`src/rtl/mux_pipe_reg.sv`:
```
// mux_pipe_reg: N-way WIDTH-bit select mux feeding a STAGES-deep valid/stall/flush pipeline.
// Define MUX_SEL_ERR_CNT_EN to add the saturating out-of-range select counter on err_cnt.
module mux_pipe_reg #(
  parameter int              WIDTH     = 32,
  parameter int              N         = 4,
  parameter int              STAGES    = 1,
  parameter logic [WIDTH-1:0] DEF_VAL  = {WIDTH{1'b0}},
  parameter int              ERR_CNT_W = 8,
  localparam int             SELW      = (N <= 2) ? 1 : $clog2(N)
) (
  input  logic               clk,
  input  logic               reset_n,
  input  logic [N*WIDTH-1:0] x_flat,
  input  logic [SELW-1:0]    sel,
  input  logic               in_valid,
  input  logic               stall,
  input  logic               flush,
  output logic [WIDTH-1:0]   out_data,
  output logic               out_valid,
  output logic               sel_err
`ifdef MUX_SEL_ERR_CNT_EN
  ,
  output logic [ERR_CNT_W-1:0] err_cnt
`endif
);

  localparam bit POW2 = ((1 << SELW) == N);

  logic [WIDTH-1:0] mux_data_s;
  logic             oor_s;
  logic [WIDTH-1:0] ld_data_s;
  logic             ld_err_s;
  logic             load_s;

  logic [WIDTH-1:0] data_r [STAGES];
  logic [STAGES-1:0] valid_r;
  logic [STAGES-1:0] err_r;

  generate
    if (POW2) begin : g_pow2
      // Every sel encoding names a real channel, so no out-of-range case exists.
      always_comb begin
        mux_data_s = x_flat[int'(sel)*WIDTH +: WIDTH];
        oor_s      = 1'b0;
      end
    end else begin : g_npow2
      // Encodings at or above N fall back to DEF_VAL and raise oor.
      always_comb begin
        mux_data_s = DEF_VAL;
        oor_s      = 1'b1;
        if (sel < SELW'(N)) begin
          mux_data_s = x_flat[int'(sel)*WIDTH +: WIDTH];
          oor_s      = 1'b0;
        end else begin
          mux_data_s = DEF_VAL;
          oor_s      = 1'b1;
        end
      end
    end
  endgenerate

  // Stage-1 load value: a bubble carries zero data and never an error.
  always_comb begin
    ld_data_s = {WIDTH{1'b0}};
    ld_err_s  = 1'b0;
    load_s    = ~flush & ~stall;
    if (in_valid) begin
      ld_data_s = mux_data_s;
      ld_err_s  = oor_s;
    end else begin
      ld_data_s = {WIDTH{1'b0}};
      ld_err_s  = 1'b0;
    end
  end

  // Pipeline registers: reset > flush > stall(hold) > load/shift.
  always_ff @(posedge clk or negedge reset_n) begin
    if (!reset_n) begin
      for (int k = 0; k < STAGES; k++) begin
        data_r[k] <= {WIDTH{1'b0}};
      end
      valid_r <= {STAGES{1'b0}};
      err_r   <= {STAGES{1'b0}};
    end else if (flush) begin
      for (int k = 0; k < STAGES; k++) begin
        data_r[k] <= {WIDTH{1'b0}};
      end
      valid_r <= {STAGES{1'b0}};
      err_r   <= {STAGES{1'b0}};
    end else if (load_s) begin
      data_r[0]  <= ld_data_s;
      valid_r[0] <= in_valid;
      err_r[0]   <= ld_err_s;
      for (int k = 1; k < STAGES; k++) begin
        data_r[k]  <= data_r[k-1];
        valid_r[k] <= valid_r[k-1];
        err_r[k]   <= err_r[k-1];
      end
    end
  end

  assign out_data  = data_r[STAGES-1];
  assign out_valid = valid_r[STAGES-1];
  assign sel_err   = err_r[STAGES-1];

`ifdef MUX_SEL_ERR_CNT_EN
  logic [ERR_CNT_W-1:0] err_cnt_r;

  // Saturating count of accepted out-of-range beats; only reset_n clears it.
  always_ff @(posedge clk or negedge reset_n) begin
    if (!reset_n) begin
      err_cnt_r <= {ERR_CNT_W{1'b0}};
    end else if (load_s && in_valid && oor_s && (err_cnt_r != {ERR_CNT_W{1'b1}})) begin
      err_cnt_r <= err_cnt_r + ERR_CNT_W'(1);
    end
  end

  assign err_cnt = err_cnt_r;
`endif

endmodule
```
`config.mk`:
```
export PLATFORM = sky130hd
export DESIGN_NAME = mux_pipe_reg
export DESIGN_NICKNAME = d
export VERILOG_FILES = /design/src/rtl/mux_pipe_reg.sv
export SDC_FILE = /design/constraint.sdc
export NUM_CORES = 1
export LEC_CHECK = 0
export ABC_CLOCK_PERIOD_IN_PS = 1000
export CAP_MARGIN = 25
export CORE_MARGIN = 4
export CORE_UTILIZATION = 35
export CTS_CLUSTER_DIAMETER = 60
export DETAILED_ROUTE_END_ITERATION = 6
export PLACE_DENSITY = 0.86
export SETUP_SLACK_MARGIN = 0.3
export SLEW_MARGIN = 25
export SYNTH_ARGS = -nofsm -noshare
export SYNTH_HDL_FRONTEND = slang
export SYNTH_SLANG_ARGS = --single-unit
export TNS_END_PERCENT = 50
```
`constraint.sdc`:
```
create_clock -name clk -period 1 [get_ports clk]
set_input_delay 0.3 -clock clk [delete_from_list [all_inputs] [get_ports clk]]
set_output_delay 0.3 -clock clk [all_outputs]
set_load 0.03 [all_outputs]
```
Yosys cells after proc, flatten, opt, wreduce, memory -nomap -nowiden
Index checks and enable logic that the tools add are counted.
{"block": "word_totals", "ff_bits": 34, "inputBits": 135, "word_cells": 15, "output_inout_bits": 34}
{"block": "op_classes", "n_bitwise": 3, "n_reduce_logical": 1, "muxes": 7, "shifts": 1}
{"operator": "$shiftx 128x8->32", "n": 1}
{"operator": "$mux 32", "n": 3}
{"operator": "$mux 1", "n": 4}
{"operator": "$not 1->1", "n": 2}
{"operator": "$reduce_bool 2->1", "n": 1}
{"operator": "$and 1x1->1", "n": 1}

Depth between registers and ports, before layout
Gate-level depths: netlist of the first run.
{"block": "depth", "depth_word": 4, "mapped_depth": 5, "mapped_depth_nobuf": 3}

Worst setup path after synthesis of the first run
No wires, ideal clock.
{"block": "synth_path", "kind": "in2reg", "from": "input flush", "to": "register data_r (netlist bit out_data[0])", "setup_time_ns": 0.064, "path_buffers": 2, "arrival_ns": 1.326, "required_ns": 0.936, "cell_stages": 5, "slack_ns": -0.390, "path_cell_list": "or4b_1 > buf_2 > buf_6 > o22ai_1 > a21o_1"}
{"block": "synth_between", "elab_chain_cells": 3}
{"item": "start: declaration", "line_no": "17", "rtl": "input logic flush,"}
{"item": "$not 1->1", "line_no": "66", "rtl": "load_s = ~flush & ~stall;"}
{"item": "$and 1x1->1", "line_no": "66"}
{"item": "$reduce_bool 2->1 (no source line)"}
{"item": "end signal: indexed assignment", "line_no": "80", "rtl": "data_r[k] <= {WIDTH{1'b0}};"}
{"item": "end signal: indexed assignment", "line_no": "86", "rtl": "data_r[k] <= {WIDTH{1'b0}};"}
{"item": "end signal: indexed assignment", "line_no": "95", "rtl": "data_r[k] <= data_r[k-1];"}
{"item": "end: declaration", "line_no": "35", "rtl": "logic [WIDTH-1:0] data_r [STAGES];"}
Several ways; a longest one is shown, not always the timed one.
A chain may end at the register's enable or synchronous reset.

Worst setup path in the final report of the first run
{"block": "layout_path", "from": "input sel[1]", "to": "register data_r (netlist bit out_data[21])"}
{"block": "layout_between", "elab_chain_cells": 4}
{"item": "start: declaration", "line_no": "14", "rtl": "input logic [SELW-1:0] sel,"}
{"item": "$shiftx 128x8->32", "line_no": "43", "rtl": "mux_data_s = x_flat[int'(sel)*WIDTH +: WIDTH];"}
{"item": "$mux 32", "line_no": "67", "rtl": "if (in_valid) begin"}
{"item": "$mux 32", "line_no": "90", "rtl": "end else if (load_s) begin"}
{"item": "$mux 32", "line_no": "84", "rtl": "end else if (flush) begin"}
Every way passes these cells. The select of a mux whose other input is x is not followed.

==> flow_summary.toml, run 1 <==
[power]
max-vdd-ir-drop_mv = 0.6347
p_per_area_nw_per_um2 = 966.1
total_power_mw = 4.197
switching_power_mw = 1.129
p_clk_frac = 0.315
p_sw_frac = 0.2691
leakagePower_nw = 2.208
combinationalPowerShare = 0.339
p_int_mw = 3.067
pwr-share-seq = 0.346

[synthesis]
post_synth_most_frequent_cells = "mux2i_1, dfrtp_1, a21o_1, o22ai_1"
yosysMostFrequentCell = "mux2i_1"
synth-edff-count = 0
async_flop_share = 1.000
ys.flop_type = "dfrtp_1"
synth_cell_types = 13
yosys_register_bits = 33
netlist.area_leader.share = 0.4000
avgSynthCellArea_um2 = 11.04
synth_area_um2 = 2064
yosysSeqAreaShare = 0.4000
yosysWarnings = 0
synthTopCellsByArea = "dfrtp_1, mux2i_1, a21o_1"
yosysTopAreaCell = "dfrtp_1"
syn_nets = 322
synth_cells = 187

[timing]
fin_ws_ps = -279.9
fin_crit_ps = 1280
slew_violations = 0
hold-worst-slack_ps = -29.18
hold_violations = 33
rsz0062_at_grt = "yes"
period_share = 1.280
clock_skew_ps = 0
setup_viol = 65
fmax_mhz = 781.3

[cts]
clock_latency_ps = 280
numCtsBuffers = 5
path_clk_slew_ps = 70
clk_path_buf_depth = 2
cts_tree = "built"
htreeDepth = 2
root_buffer = "clkbuf_8"
clock-sinks = 33

[route]
drt_iter0_markers = 61
wl_mm = 8.757
ant_nets = 0
drc = 0
drt_first_pass_iters = 4
vias = 2319
avgRoutedWirePerCell_um = 20.41
viasPerCell = 5.406

[die]
floorplan.die.height_um = 84.80
start_util = 0.3681
num_io_pins = 169
fp.dieW_um = 84.80
core_um2 = 5608
die-area_um2 = 7191
row_count = 27

[setup_path]
cp.required_ps = 1230
crit_path_start = "sel[1]"
critPathLaunchType = "input port"
cp_max_fo = 8
r2r_slack_ps = 210
end_kind = "flip-flop"
worst-setup-path-type = "in2reg"
r2r-end = "out_data[0]$_DFFE_PN0P_"
cp.arrival_ps = 1510
reg2reg_from = "out_data[0]$_DFFE_PN0P_"
rr_worst_depth = 2

[placement]
port_buffers = 167
postPlaceCellArea_um2 = 3800
dp_hpwl_mm = 5.907
place.gp.congestion = 0.7601

[global_route]
gr-total-overflow = 0
grt_pass1_vias = 2389
grt_pass1_wl_mm = 12.40
grt_max_degree = 34
antenna_found_initial = 0
grt.total_usage = 0.2223

[min_path]
hold_class = "in2async"

[outcome]
status = "complete, but fails checks"
violations = "hold timing, setup timing"

[finish]
areaGrowthSynthToFinish_pct = 110.4
fin_nets = 491
antenna_cells = 0
post-route-util = 0.7747
final_cell_area_um2 = 4344
layout-drive-gt1-share = 0.2661

[job]
cap_violations = 0
through the flow:
step | std cells | setup WS, ps | setup TNS (ps)
floorplan | 187 | -380.7 | -11940
global placement | 417 | -794.7 | -25350
detailed placement | 417 | -868.0 | -26320
CTS | 427 | -263.2 | -12570
global route | 429 | -291.0 | -13980
finish | 429 | -279.9 | -12560
worst max-delay path, cell delays in order:
cell and delay [ps]:
buf_6 90, or4b_4 640, buf_12 200, o22ai_2 160, a21o_1 110
layout make-up:
cell class | count | area (um2)
clock buffers | 6 | 82.58
clock inverters | 2 | 37.54
fillers | 400 | 1264
multi-input cells | 134 | 1355
flip-flops and latches | 33 | 827.0
well taps | 72 | 90.09
repair buffers | 182 | 1952
worst max-delay path by stage:
stage / endpoint / slack (ps) / cells after the start
3_5_place_dp: out_data[11]$_DFFE_PN0P_ / -870 / 5
3_3_place_gp: out_data[3]$_DFFE_PN0P_ / -790 / 5
2_1_floorplan: out_data[0]$_DFFE_PN0P_ / -380 / 5
6_report: out_data[21]$_DFFE_PN0P_ / -280 / 5
4_1_cts: out_data[11]$_DFFE_PN0P_ / -260 / 5
5_1_grt: out_data[6]$_DFFE_PN0P_ / -290 / 5
per-layer routing:
layer / global-route usage / wire length [um] / share of wire / vias up
met4: 0.07626 / 340 / 0.039 / 0
met2: 0.4185 / 4765 / 0.54 / 126
met3: 0.07949 / 742 / 0.085 / 32
met1: 0.2241 / 2908 / 0.33 / 1104
li1: - / - / - / 1057
met5: 0 / 0 / 0 / -
registers in the layout, indices dropped and copies added, names as in the netlist:
name	count
out_data	32
out_valid	1
cells by family (layout without fill, tap and decap cells):
logic type / count (synthesis) / in the layout / synth area share
AO/OA/AOI/OAI: 64 / 64 / 0.2133
buffers and inverters: 20 / 190 / 0.05394
flip-flops: 33 / 33 / 0.4000
multiplexers: 65 / 65 / 0.3151
other: 1 / 1 / 0.001816
AND/OR/NAND/NOR: 4 / 4 / 0.01576
what timing repair did:
| action | CTS | global route |
|---|---|---|
| gates resized for setup | 60 | 27 |
| buffers inserted | 0 | 1 |
| gates cloned | 2 | 1 |
| endpoints found under the setup margin | 66 | 66 |
| hold endpoints to repair | 33 | 33 |
| pin swaps | 8 | 24 |
power by group through the flow:
| stage | combinational [mW] | clock [mW] | sequential, mW |
|---|---|---|---|
| after CTS | 1.34 | 1.35 | 1.45 |
| after global placement | 1.24 | 0 | 1.46 |
| final | 1.42 | 1.32 | 1.45 |
| after global routing | 1.50 | 1.43 | 1.46 |
| after detailed placement | 1.27 | 0 | 1.46 |
| after floorplan | 0.360 | 0 | 1.59 |
placed cells by master (no fill, tap or decap), types with 2 or more instances in the layout:
| cell type | synthesis | final |
|---|---|---|
| a21o_1 | 32 | 32 |
| buf_12 | 0 | 7 |
| buf_16 | 0 | 2 |
| buf_2 | 8 | 3 |
| buf_4 | 1 | 7 |
| buf_6 | 3 | 34 |
| clkbuf_8 | 0 | 6 |
| clkdlybuf4s50_1 | 0 | 128 |
| dfrtp_1 | 33 | 32 |
| mux2i_1 | 65 | 65 |
| o22ai_2 | 0 | 27 |
| o22ai_4 | 0 | 4 |
No activity file was read; power rests on OpenSTA's default activity.
==> inputs of run 2 (changes only) <==
--- a/config.mk
+++ b/config.mk
@@ -7,13 +7,12 @@
 export LEC_CHECK = 0
 export ABC_CLOCK_PERIOD_IN_PS = 1000
 export CAP_MARGIN = 25
-export CORE_MARGIN = 4
 export CORE_UTILIZATION = 35
 export CTS_CLUSTER_DIAMETER = 60
 export DETAILED_ROUTE_END_ITERATION = 6
 export PLACE_DENSITY = 0.86
 export SETUP_SLACK_MARGIN = 0.3
-export SLEW_MARGIN = 25
+export SLEW_MARGIN = 20
 export SYNTH_ARGS = -nofsm -noshare
 export SYNTH_HDL_FRONTEND = slang
 export SYNTH_SLANG_ARGS = --single-unit
==> run 2 against run 1 <==
  * The run still ends with hold timing, setup timing left
  * Final cell count is the same
  * Via count shrank 3.3%
  * Utilization fell by 0.25 points
  * Flip-flop and latch count unchanged
  * Worst setup slack got worse by 28 ps
  * Largest cell class unchanged
  * Highest routed layer unchanged
==> flow_summary.toml, run 2 (synthesis results as in run 1) <==
[die]
row_count = 27
die-area_um2 = 6209
floorplan.die.height_um = 78.80
core_um2 = 5608
fp.dieW_um = 78.80
num_io_pins = 169
start_util = 0.3681

[finish]
final_common_cell = "clkdlybuf4s50_1"
largest_reg_flops = 32
layout-drive-gt1-share = 0.2689
post-route-util = 0.7722
final_cell_mix = "clkdlybuf4s50_1, mux2i_1, buf_6"
areaGrowthSynthToFinish_pct = 109.8
antenna_cells = 0
fin_nets = 491

[route]
wl_mm = 7.763
drt_first_pass_iters = 4
vias = 2243
ant_nets = 0
drc = 0
drt_iter0_markers = 52
avgRoutedWirePerCell_um = 18.10
viasPerCell = 5.228

[global_route]
antenna_found_initial = 0
grt_pass1_vias = 2440
grt_max_degree = 34
gr-total-overflow = 0
grt.total_usage = 0.2505
grt_pass1_wl_mm = 11.90

[setup_path]
cp_cell_sequence = "buf_6 > or4b_4 > buf_16 > o22ai_4 > a21o_1"
cp_slowest_cell = "or4b_4"
cpLargestDelayFamily = "simple AND/OR/NAND/NOR gates"
slowest_delay_ps = 650
critPathLaunchType = "input port"
rr_worst_depth = 2
cp.arrival_ps = 1520
path_buf_inv = 2
end_kind = "flip-flop"
r2r_slack_ps = 290
reg2reg_from = "out_valid$_DFFE_PN0P_"
worst-setup-path-type = "in2reg"
crit_path_start = "sel[1]"
r2r-end = "out_valid$_DFFE_PN0P_"
cp_max_fo = 8
cp.required_ps = 1210

[outcome]
violations = "hold timing, setup timing"
status = "complete, but fails checks"

[timing]
fmax_mhz = 764.6
slew_violations = 0
fin_crit_ps = 1308
hold_violations = 33
clock_skew_ps = 0
fin_ws_ps = -307.8
period_share = 1.308
setup_viol = 65
hold-worst-slack_ps = -22.50
rsz0062_at_grt = "yes"

[power]
leakagePower_nw = 2.212
max-vdd-ir-drop_mv = 0.6233
total_power_mw = 3.969
p_per_area_nw_per_um2 = 916.5

[placement]
place.gp.congestion = 0.7406
dp_hpwl_mm = 5.210
post-place-ws_ps = -831.7
port_buffers = 167

[cts]
clock_latency_ps = 270
cts_tree = "built"
root_buffer = "clkbuf_8"
cts_setup_buffers = 0
clk_path_buf_depth = 2
numCtsBuffers = 5
clock-sinks = 33
htreeDepth = 2
path_clk_slew_ps = 70

[job]
cap_violations = 0

[min_path]
hold_class = "in2async"
[run 2: changes by cell type in the layout (fill, tap and decap cells not counted), sizes merged]
cell and change:
clkinvlp -1, buf +1, clkinv +1, bufinv -1
[run 2: where the power goes]
group | leakage (nW) | switching (mW) | internal [mW]
clock network | 0.0542 | 0.488 | 0.623
registers | 0.448 | 0.0504 | 1.40
logic | 1.71 | 0.549 | 0.859
[run 2: stage by stage]
stage | TNS, ps | cells | cell area, um2
2_1_floorplan | -11940 | 187 | 2078
3_3_place_gp | -25410 | 418 | 3807
3_5_place_dp | -26190 | 418 | 3807
4_1_cts | -12310 | 429 | 4315
5_1_grt | -13830 | 429 | 4330
6_report | -12400 | 429 | 4330
[run 2: metal layers]
metal	track usage	part of all wire
met5	0	0
met4	0.09074	0.028
met3	0.06437	0.058
met2	0.4809	0.55
met1	0.2583	0.37
[run 2: layout make-up]
class	count	area, um2
Tap cell	72	90.09
Clock inverter	1	5.005
Sequential cell	33	827.0
Multi-Input combinational cell	134	1354
Timing Repair Buffer	182	1958
Fill cell	402	1277
Clock buffer	7	96.34
[run 2: worst max-delay path by stage]
stage                               end  slack (ps)  depth (start not counted)
2_1_floorplan   out_data[0]$_DFFE_PN0P_        -380                          5
3_3_place_gp    out_data[3]$_DFFE_PN0P_        -820                          5
3_5_place_dp    out_data[8]$_DFFE_PN0P_        -830                          5
4_1_cts        out_data[29]$_DFFE_PN0P_        -280                          5
5_1_grt        out_data[31]$_DFFE_PN0P_        -300                          5
6_report        out_data[7]$_DFFE_PN0P_        -310                          5
[run 2: repair_timing]
item | CTS | global route
gates resized for setup | 87 | 2
endpoints found under the hold margin | 33 | 27
setup endpoints to repair | 66 | 66
gates cloned | 3 | 0
pin swaps | 34 | 2
==> inputs of run 3 (changes only) <==
--- a/config.mk
+++ b/config.mk
@@ -10,6 +10,7 @@
 export CORE_UTILIZATION = 35
 export CTS_CLUSTER_DIAMETER = 60
 export DETAILED_ROUTE_END_ITERATION = 6
+export HOLD_SLACK_MARGIN = 0.08
 export PLACE_DENSITY = 0.86
 export SETUP_SLACK_MARGIN = 0.3
 export SLEW_MARGIN = 20
==> results of run 3 <==
No change in the layout: final DEF, timing and power equal those of run 2.
